$ cat src/rtl/mmio_tohost_if.sv
`timescale 1ns/1ps
`default_nettype none
// ============================================================================
//  Module      : mmio_tohost_if
//  Description : Data-memory port and byte-sink handshake for mmio_tohost.
//  Revision    : 1.0  initial release
// ============================================================================
interface mmio_tohost_if;
   logic        MemWrite;
   logic [31:0] DataAdr;
   logic [31:0] WriteData;
   logic [31:0] ReadData;
   logic        hit;
   logic        tx_valid;
   logic [7:0]  tx_data;
   logic        tx_ready;

   // master = core plus byte sink; slave = the responder
   modport master (
      output MemWrite, DataAdr, WriteData, tx_ready,
      input  ReadData, hit, tx_valid, tx_data
   );

   modport slave (
      input  MemWrite, DataAdr, WriteData, tx_ready,
      output ReadData, hit, tx_valid, tx_data
   );
endinterface
`default_nettype wire

$ cat src/rtl/mmio_tohost.sv
`timescale 1ns/1ps
`default_nettype none
// ============================================================================
//  Module      : mmio_tohost
//  Description : MMIO console FIFO, STATUS and tohost end-of-test register.
//                Define MMIO_TOHOST_CYCLE_EN to add a cycle counter at +0xC.
//  Revision    : 1.0  initial release
// ============================================================================
module mmio_tohost #(
   parameter logic [31:0] BASE_ADDR = 32'h0000_0100,
   parameter int          DEPTH     = 8
) (
   input  wire logic      clk,
   input  wire logic      reset,
   mmio_tohost_if.slave   bus,
   output logic           done,
   output logic           pass,
   output logic           overflow
);
   localparam int           AW       = $clog2(DEPTH);
   localparam logic [AW:0]  FULL_CNT = (AW+1)'(DEPTH);
   localparam logic [AW:0]  CNT_ONE  = (AW+1)'(1);
   localparam logic [AW-1:0] PTR_ONE = AW'(1);

   logic [7:0]    mem_q [DEPTH];
   logic [AW-1:0] wptr_q, wptr_d, rptr_q, rptr_d;
   logic [AW:0]   count_q, count_d;
   logic          overflow_q, overflow_d;
   logic          done_q, done_d, pass_q, pass_d;
   logic [31:0]   code_q, code_d;

   logic       wr_en, push_req, push, pop, full, empty;
   logic [1:0] sel;
   logic       w_unused;

   assign bus.hit      = (bus.DataAdr[31:4] == BASE_ADDR[31:4]);
   assign sel          = bus.DataAdr[3:2];
   assign wr_en        = bus.MemWrite & bus.hit;
   assign full         = (count_q == FULL_CNT);
   assign empty        = (count_q == '0);
   assign push_req     = wr_en & (sel == 2'd0);
   assign push         = push_req & ~full;
   assign pop          = bus.tx_valid & bus.tx_ready;
   assign bus.tx_valid = ~empty;
   assign bus.tx_data  = mem_q[rptr_q];
   assign w_unused     = ^bus.DataAdr[1:0];

   assign done     = done_q;
   assign pass     = pass_q;
   assign overflow = overflow_q;

   always_comb begin
      wptr_d     = wptr_q;
      rptr_d     = rptr_q;
      count_d    = count_q;
      overflow_d = overflow_q;
      done_d     = done_q;
      pass_d     = pass_q;
      code_d     = code_q;
      if (push) wptr_d = wptr_q + PTR_ONE;
      if (pop)  rptr_d = rptr_q + PTR_ONE;
      if (push && !pop)      count_d = count_q + CNT_ONE;
      else if (!push && pop) count_d = count_q - CNT_ONE;
      // a drop in the same cycle wins over a clear
      if (push_req && full)
         overflow_d = 1'b1;
      else if (wr_en && sel == 2'd1 && bus.WriteData[10])
         overflow_d = 1'b0;
      if (wr_en && sel == 2'd2 && !done_q) begin
         code_d = bus.WriteData;
         done_d = 1'b1;
         pass_d = (bus.WriteData == 32'd1);
      end
   end

   always_ff @(posedge clk) begin
      if (!reset) begin
         wptr_q     <= '0;
         rptr_q     <= '0;
         count_q    <= '0;
         overflow_q <= 1'b0;
         done_q     <= 1'b0;
         pass_q     <= 1'b0;
         code_q     <= '0;
      end else begin
         wptr_q     <= wptr_d;
         rptr_q     <= rptr_d;
         count_q    <= count_d;
         overflow_q <= overflow_d;
         done_q     <= done_d;
         pass_q     <= pass_d;
         code_q     <= code_d;
      end
   end

   // storage needs no reset; validity is tracked by the count
   always_ff @(posedge clk) begin
      if (push) mem_q[wptr_q] <= bus.WriteData[7:0];
   end

   logic [31:0] cycle_rd;
`ifdef MMIO_TOHOST_CYCLE_EN
   logic [31:0] cycle_q, cycle_d;

   always_comb begin
      cycle_d = cycle_q;
      if (!done_q) cycle_d = cycle_q + 32'd1;
   end

   always_ff @(posedge clk) begin
      if (!reset) cycle_q <= '0;
      else        cycle_q <= cycle_d;
   end

   assign cycle_rd = cycle_q;
`else
   assign cycle_rd = 32'd0;
`endif

   always_comb begin
      bus.ReadData = 32'd0;
      case (sel)
         2'd1:    bus.ReadData = {21'b0, overflow_q, full, empty, 8'(count_q)};
         2'd2:    bus.ReadData = code_q;
         2'd3:    bus.ReadData = cycle_rd;
         default: bus.ReadData = 32'd0;
      endcase
   end
endmodule
`default_nettype wire
$ cat src/flat_wrapper.sv
// flat-port wrapper written by rule: the top's interface ports become plain ports
module mmio_tohost_flat 
#(
   parameter logic [31:0] BASE_ADDR = 32'h0000_0100,
   parameter int          DEPTH     = 8
)
  (clk, reset, done, pass, overflow, bus_MemWrite, bus_DataAdr, bus_WriteData, bus_tx_ready, bus_ReadData, bus_hit, bus_tx_valid, bus_tx_data);
  mmio_tohost_if bus_i ();
  input  wire logic clk;
  input  wire logic reset;
  output logic done;
  output logic pass;
  output logic overflow;
  input wire logic [$bits(bus_i.MemWrite)-1:0] bus_MemWrite;
  input wire logic [$bits(bus_i.DataAdr)-1:0] bus_DataAdr;
  input wire logic [$bits(bus_i.WriteData)-1:0] bus_WriteData;
  input wire logic [$bits(bus_i.tx_ready)-1:0] bus_tx_ready;
  output wire logic [$bits(bus_i.ReadData)-1:0] bus_ReadData;
  output wire logic [$bits(bus_i.hit)-1:0] bus_hit;
  output wire logic [$bits(bus_i.tx_valid)-1:0] bus_tx_valid;
  output wire logic [$bits(bus_i.tx_data)-1:0] bus_tx_data;
  assign bus_i.MemWrite = bus_MemWrite;
  assign bus_i.DataAdr = bus_DataAdr;
  assign bus_i.WriteData = bus_WriteData;
  assign bus_i.tx_ready = bus_tx_ready;
  assign bus_ReadData = bus_i.ReadData;
  assign bus_hit = bus_i.hit;
  assign bus_tx_valid = bus_i.tx_valid;
  assign bus_tx_data = bus_i.tx_data;
  mmio_tohost #(.BASE_ADDR(BASE_ADDR), .DEPTH(DEPTH)) u_core (.clk(clk), .reset(reset), .bus(bus_i), .done(done), .pass(pass), .overflow(overflow));
endmodule
$ cat config.mk
export PLATFORM = sky130hd
export DESIGN_NAME = mmio_tohost_flat
export DESIGN_NICKNAME = d
export VERILOG_FILES = /design/src/rtl/mmio_tohost_if.sv /design/src/rtl/mmio_tohost.sv /design/src/flat_wrapper.sv
export SDC_FILE = /design/constraint.sdc
export NUM_CORES = 1
export LEC_CHECK = 0
export ABC_AREA = 1
export BUFFER_PORTS_ARGS = -buffer_cell sky130_fd_sc_hd__buf_2
export CAP_MARGIN = 20
export CORE_UTILIZATION = 59
export DETAILED_ROUTE_END_ITERATION = 10
export PLACE_DENSITY = 0.86
export SLEW_MARGIN = 20
export SYNTH_ARGS = -nofsm -noshare
export SYNTH_HDL_FRONTEND = slang
export SYNTH_SLANG_ARGS = --single-unit
export TNS_END_PERCENT = 5
$ cat constraint.sdc
create_clock -name clk -period 4.4 [get_ports clk]
set_clock_uncertainty 0.1 [all_clocks]
set_input_delay 0.22 -clock clk [delete_from_list [all_inputs] [get_ports clk]]
set_output_delay 0.22 -clock clk [all_outputs]
set_load 0.02 [all_outputs]
==> out/summary.json <==
{
  "antenna_violations_before_repair": {"value": 0},
  "synth.area.mux_share": {"value": 0},
  "use_met3": {"value": 0.06140},
  "overflow": {"value": 0},
  "synth_compound_area_frac": {"value": 0.1052},
  "via_per_inst": {"value": 5.532},
  "worstSetupPathType": {"value": "reg2out"},
  "achievable-frequency": {"value": 370.9, "unit": "MHz"},
  "netlist.area_leader.share": {"value": 0.3714},
  "post_synthesis_share_of_cell_area_spent_on_and_or_nand_and_nor_gates": {"value": 0.2244},
  "clk_latency": {"value": 0.38, "unit": "ns"},
  "yosys-top-cells-area": {"value": "sky130_fd_sc_hd__edfxtp_1 37%, sky130_fd_sc_hd__dfxtp_1 19%, sky130_fd_sc_hd__nand2_1 7.6%"},
  "worst-slew-pin-transition": {"value": 1.017, "unit": "ns"},
  "post_cts.repair.setup_buffers": {"value": 0},
  "numCtsBuffers": {"value": 9},
  "cap_viol_max_count": {"value": 0},
  "synth.largest_area_cell": {"value": "sky130_fd_sc_hd__edfxtp_1"},
  "critical_path.startpoint_type": {"value": "flip-flop"},
  "post_layout_nets": {"value": 756},
  "postSynthRegisterBits": {"value": 112},
  "number_of_distinct_standard_cells_referenced_by_the_synthesized_netlist": {"value": 29},
  "critPathMaxFanout": {"value": 33},
  "synth.yosys.warnings": {"value": 0},
  "worstSetupEndpointType": {"value": "primary output"},
  "dieWidth": {"value": 95.66, "unit": "µm"},
  "portBuffers": {"value": 110},
  "dominantRegCellSynth": {"value": "sky130_fd_sc_hd__edfxtp_1"},
  "globalRouteMet1Util": {"value": 0.3153},
  "htreeDepth": {"value": 3},
  "ios": {"value": 113},
  "classification_of_the_worst_slack_hold_path": {"value": "in2reg"},
  "largest_net_degree_at_the_start_of_global_routing": {"value": 66},
  "route.vias.total": {"value": 4365},
  "cts_root_buffer": {"value": "sky130_fd_sc_hd__clkbuf_8"},
  "post_synth_inst_count": {"value": 582},
  "fin_crit": {"value": 2.696, "unit": "ns"},
  "cp_data_arrival_time": {"value": 2.38, "unit": "ns"},
  "die_height": {"value": 95.66, "unit": "µm"},
  "postSynthAreaPerCell": {"value": 8.892, "unit": "µm²"},
  "first_global_vias": {"value": 3808},
  "core": {"value": 8341, "unit": "µm²"},
  "timing.setup.tns": {"value": 0, "unit": "ns"},
  "final-max-slew-violation-count": {"value": 0},
  "ant_nets": {"value": 0},
  "row_count": {"value": 33},
  "synth-async-reset-ratio": {"value": 0},
  "total_length_of_routed_wires": {"value": 11230, "unit": "µm"},
  "resized_after_cts": {"value": 0},
  "post-dp-hpwl": {"value": 7664, "unit": "µm"},
  "grt_use_total": {"value": 0.2514},
  "diodes": {"value": 0},
  "leakagePower": {"value": 2.542, "unit": "nW"},
  "gp_congestion": {"value": 0.8177},
  "outcome": {"value": "completed"},
  "drc_errors": {"value": 0},
  "synth_edf_count": {"value": 64},
  "grt.busiest_layer": {"value": "met2"},
  "syn_nets": {"value": 659},
  "post_synth_xor_area_fraction": {"value": 0.005077},
  "post-place-ws": {"value": 1.749, "unit": "ns"},
  "share_of_final_layout_standard_cells_stronger_than_drive_strength_1": {"value": 0.2251},
  "combinational_family_with_the_most_area_after_synthesis": {"value": "simple AND/OR/NAND/NOR gates"},
  "path_clk_slew": {"value": 0.11, "unit": "ns"},
  "cts_hold_repair.buffers": {"value": 0},
  "cts_buffer_depth": {"value": 2},
  "router_iterations_before_antenna_repair": {"value": 5},
  "power_density": {"value": 414.4, "unit": "nW/µm²"},
  "finalWorstSetupSlack": {"value": 1.704, "unit": "ns"},
  "grt_pass1_wl": {"value": 17550, "unit": "µm"},
  "initial_utilization": {"value": 0.6205},
  "cts_sinks": {"value": 112},
  "detailedRoute.firstIterationViolations": {"value": 295},
  "setup_repair_after_global_routing_missed_its_margin": {"value": "false"},
  "synthAdderAreaFrac": {"value": 0.02321},
  "hold_violations": {"value": 0},
  "area_delta_synth_final": {"value": 14.65, "unit": "%"},
  "setup-violations-final": {"value": 0},
  "relSlewSlack": {"value": 0.3175},
  "worst_ir_drop_on_vdd": {"value": 194.5, "unit": "µV"},
  "final.fill_count": {"value": 638},
  "final_min_period_over_clock_period": {"value": 0.6127},
  "average_wire_length_per_cell_after_detail_routing": {"value": 14.23, "unit": "µm"},
  "syn-cell-area": {"value": 5175, "unit": "µm²"},
  "cp_data_required_time": {"value": 4.08, "unit": "ns"},
  "die_area": {"value": 9150, "unit": "µm²"},
  "cts_tree": {"value": "yes"},
  "global_route.usage.met2": {"value": 0.4345},
  "synth.yosys.seq_area_share": {"value": 0.5571}
}
==> cells in the final DEF, fill, tap and decap left out, drive strengths merged, types with 9 or more instances in the layout <==
| master | synthesis | routed |
|---|---|---|
| buf | 18 | 117 |
| nand2 | 107 | 107 |
| nor2 | 88 | 88 |
| inv | 68 | 72 |
| edfxtp | 64 | 64 |
| a21oi | 49 | 49 |
| dfxtp | 48 | 48 |
| o21ai | 39 | 39 |
| nand4 | 38 | 38 |
| nor3 | 10 | 10 |
| clkbuf | 13 | 9 |
==> worst paths after layout <==
path | start | endpoint | slack [ns] | cells after the start
worst max-delay path | flip-flop | bus_tx_data[0] | 1.70 | 7
worst min-delay path | bus_WriteData[19] | u_core.code_q[19] | 0.01 | 3
worst min register to register | u_core.rptr_q[2] | u_core.rptr_q[2] | 0.37 | 2
worst max register to register | u_core.count_q[0] | u_core.count_q[3] | 1.85 | 15
==> kinds of logic (layout without fill, tap and decap cells) <==
| family | count (synthesis) | in the layout |
|---|---|---|
| DFF | 112 | 112 |
| AOI/OAI and AO/OA | 104 | 104 |
| adders and majority gates | 9 | 9 |
| xor gates and xnor gates | 3 | 3 |
| buffers and inverters | 100 | 202 |
| and+or+nand+nor | 254 | 254 |
==> per-layer routing <==
metal,vias to the layer above,part of all wire,routed length [µm]
li1,2145,-,-
met1,2025,0.42,4746
met2,185,0.50,5565
met3,10,0.072,808
met4,0,0.0094,106
met5,-,0,0
==> cell usage after synthesis, types with 5 or more instances <==
cell	count
sky130_fd_sc_hd__buf_6	7
sky130_fd_sc_hd__o21ai_0	39
sky130_fd_sc_hd__a31oi_1	8
sky130_fd_sc_hd__nor2_1	80
sky130_fd_sc_hd__buf_2	7
sky130_fd_sc_hd__clkbuf_1	12
sky130_fd_sc_hd__a21oi_1	48
sky130_fd_sc_hd__nand3_1	5
sky130_fd_sc_hd__dfxtp_1	48
sky130_fd_sc_hd__nand2_1	105
sky130_fd_sc_hd__edfxtp_1	64
sky130_fd_sc_hd__nand4_1	36
sky130_fd_sc_hd__nor4_1	5
sky130_fd_sc_hd__nor3_1	10
sky130_fd_sc_hd__inv_1	66
sky130_fd_sc_hd__o22ai_1	8
sky130_fd_sc_hd__ha_1	8
==> critical path, stage by stage (launching register included) <==
cell	delay, ns
sky130_fd_sc_hd__dfxtp_1	0.32
sky130_fd_sc_hd__buf_4	0.23
sky130_fd_sc_hd__inv_1	0.63
sky130_fd_sc_hd__o21ai_0	0.16
sky130_fd_sc_hd__o22ai_1	0.17
sky130_fd_sc_hd__nor2_1	0.07
sky130_fd_sc_hd__a31oi_1	0.21
sky130_fd_sc_hd__buf_2	0.20
==> final cells by class <==
class	instances	area, µm²	share of cell area
Timing Repair Buffer	117	600.6	0.1012
Multi-Input combinational cell	370	1874	0.3159
Clock inverter	7	61.31	0.01033
Inverter	69	259.0	0.04365
Tap cell	105	131.4	0.02214
Clock buffer	9	123.9	0.02088
Sequential cell	112	2883	0.4859
==> power breakdown <==
group	switching [mW]	leakage (nW)	total (mW)	internal [mW]
Clock	0.367	0.0940	0.585	0.218
Sequential	0.0312	0.963	1.17	1.14
Combinational	0.469	1.48	0.703	0.234
==> flip-flops by register name, summed over array words and instances, names as in the netlist, named ones only <==
signal / flops
u_core.code_q: 32
u_core.mem_q: 64
u_core.overflow: 1
u_core.rptr_q: 3
u_core.pass: 1
u_core.count_q: 4
u_core.wptr_q: 3
u_core.done: 1
==> per-stage QoR <==
| stage | hold slack, ns | total power, mW | instances | util | cell area (µm²) |
|---|---|---|---|---|---|
| 3_5_place_dp | 0.3578 | 1.898 | 773 | 0.6868 | 5728 |
| 6_report | 0.01298 | 2.459 | 789 | 0.7114 | 5933 |
| 3_3_place_gp | 0.3488 | 1.867 | 772 | 0.6862 | 5723 |
| 2_1_floorplan | 0.2189 | 1.680 | 582 | - | 5175 |
| 4_1_cts | 0.0007691 | 2.472 | 789 | 0.7090 | 5913 |
| 5_1_grt | 0.002941 | 2.596 | 789 | 0.7114 | 5933 |
(Power assumes the default switching activity.)
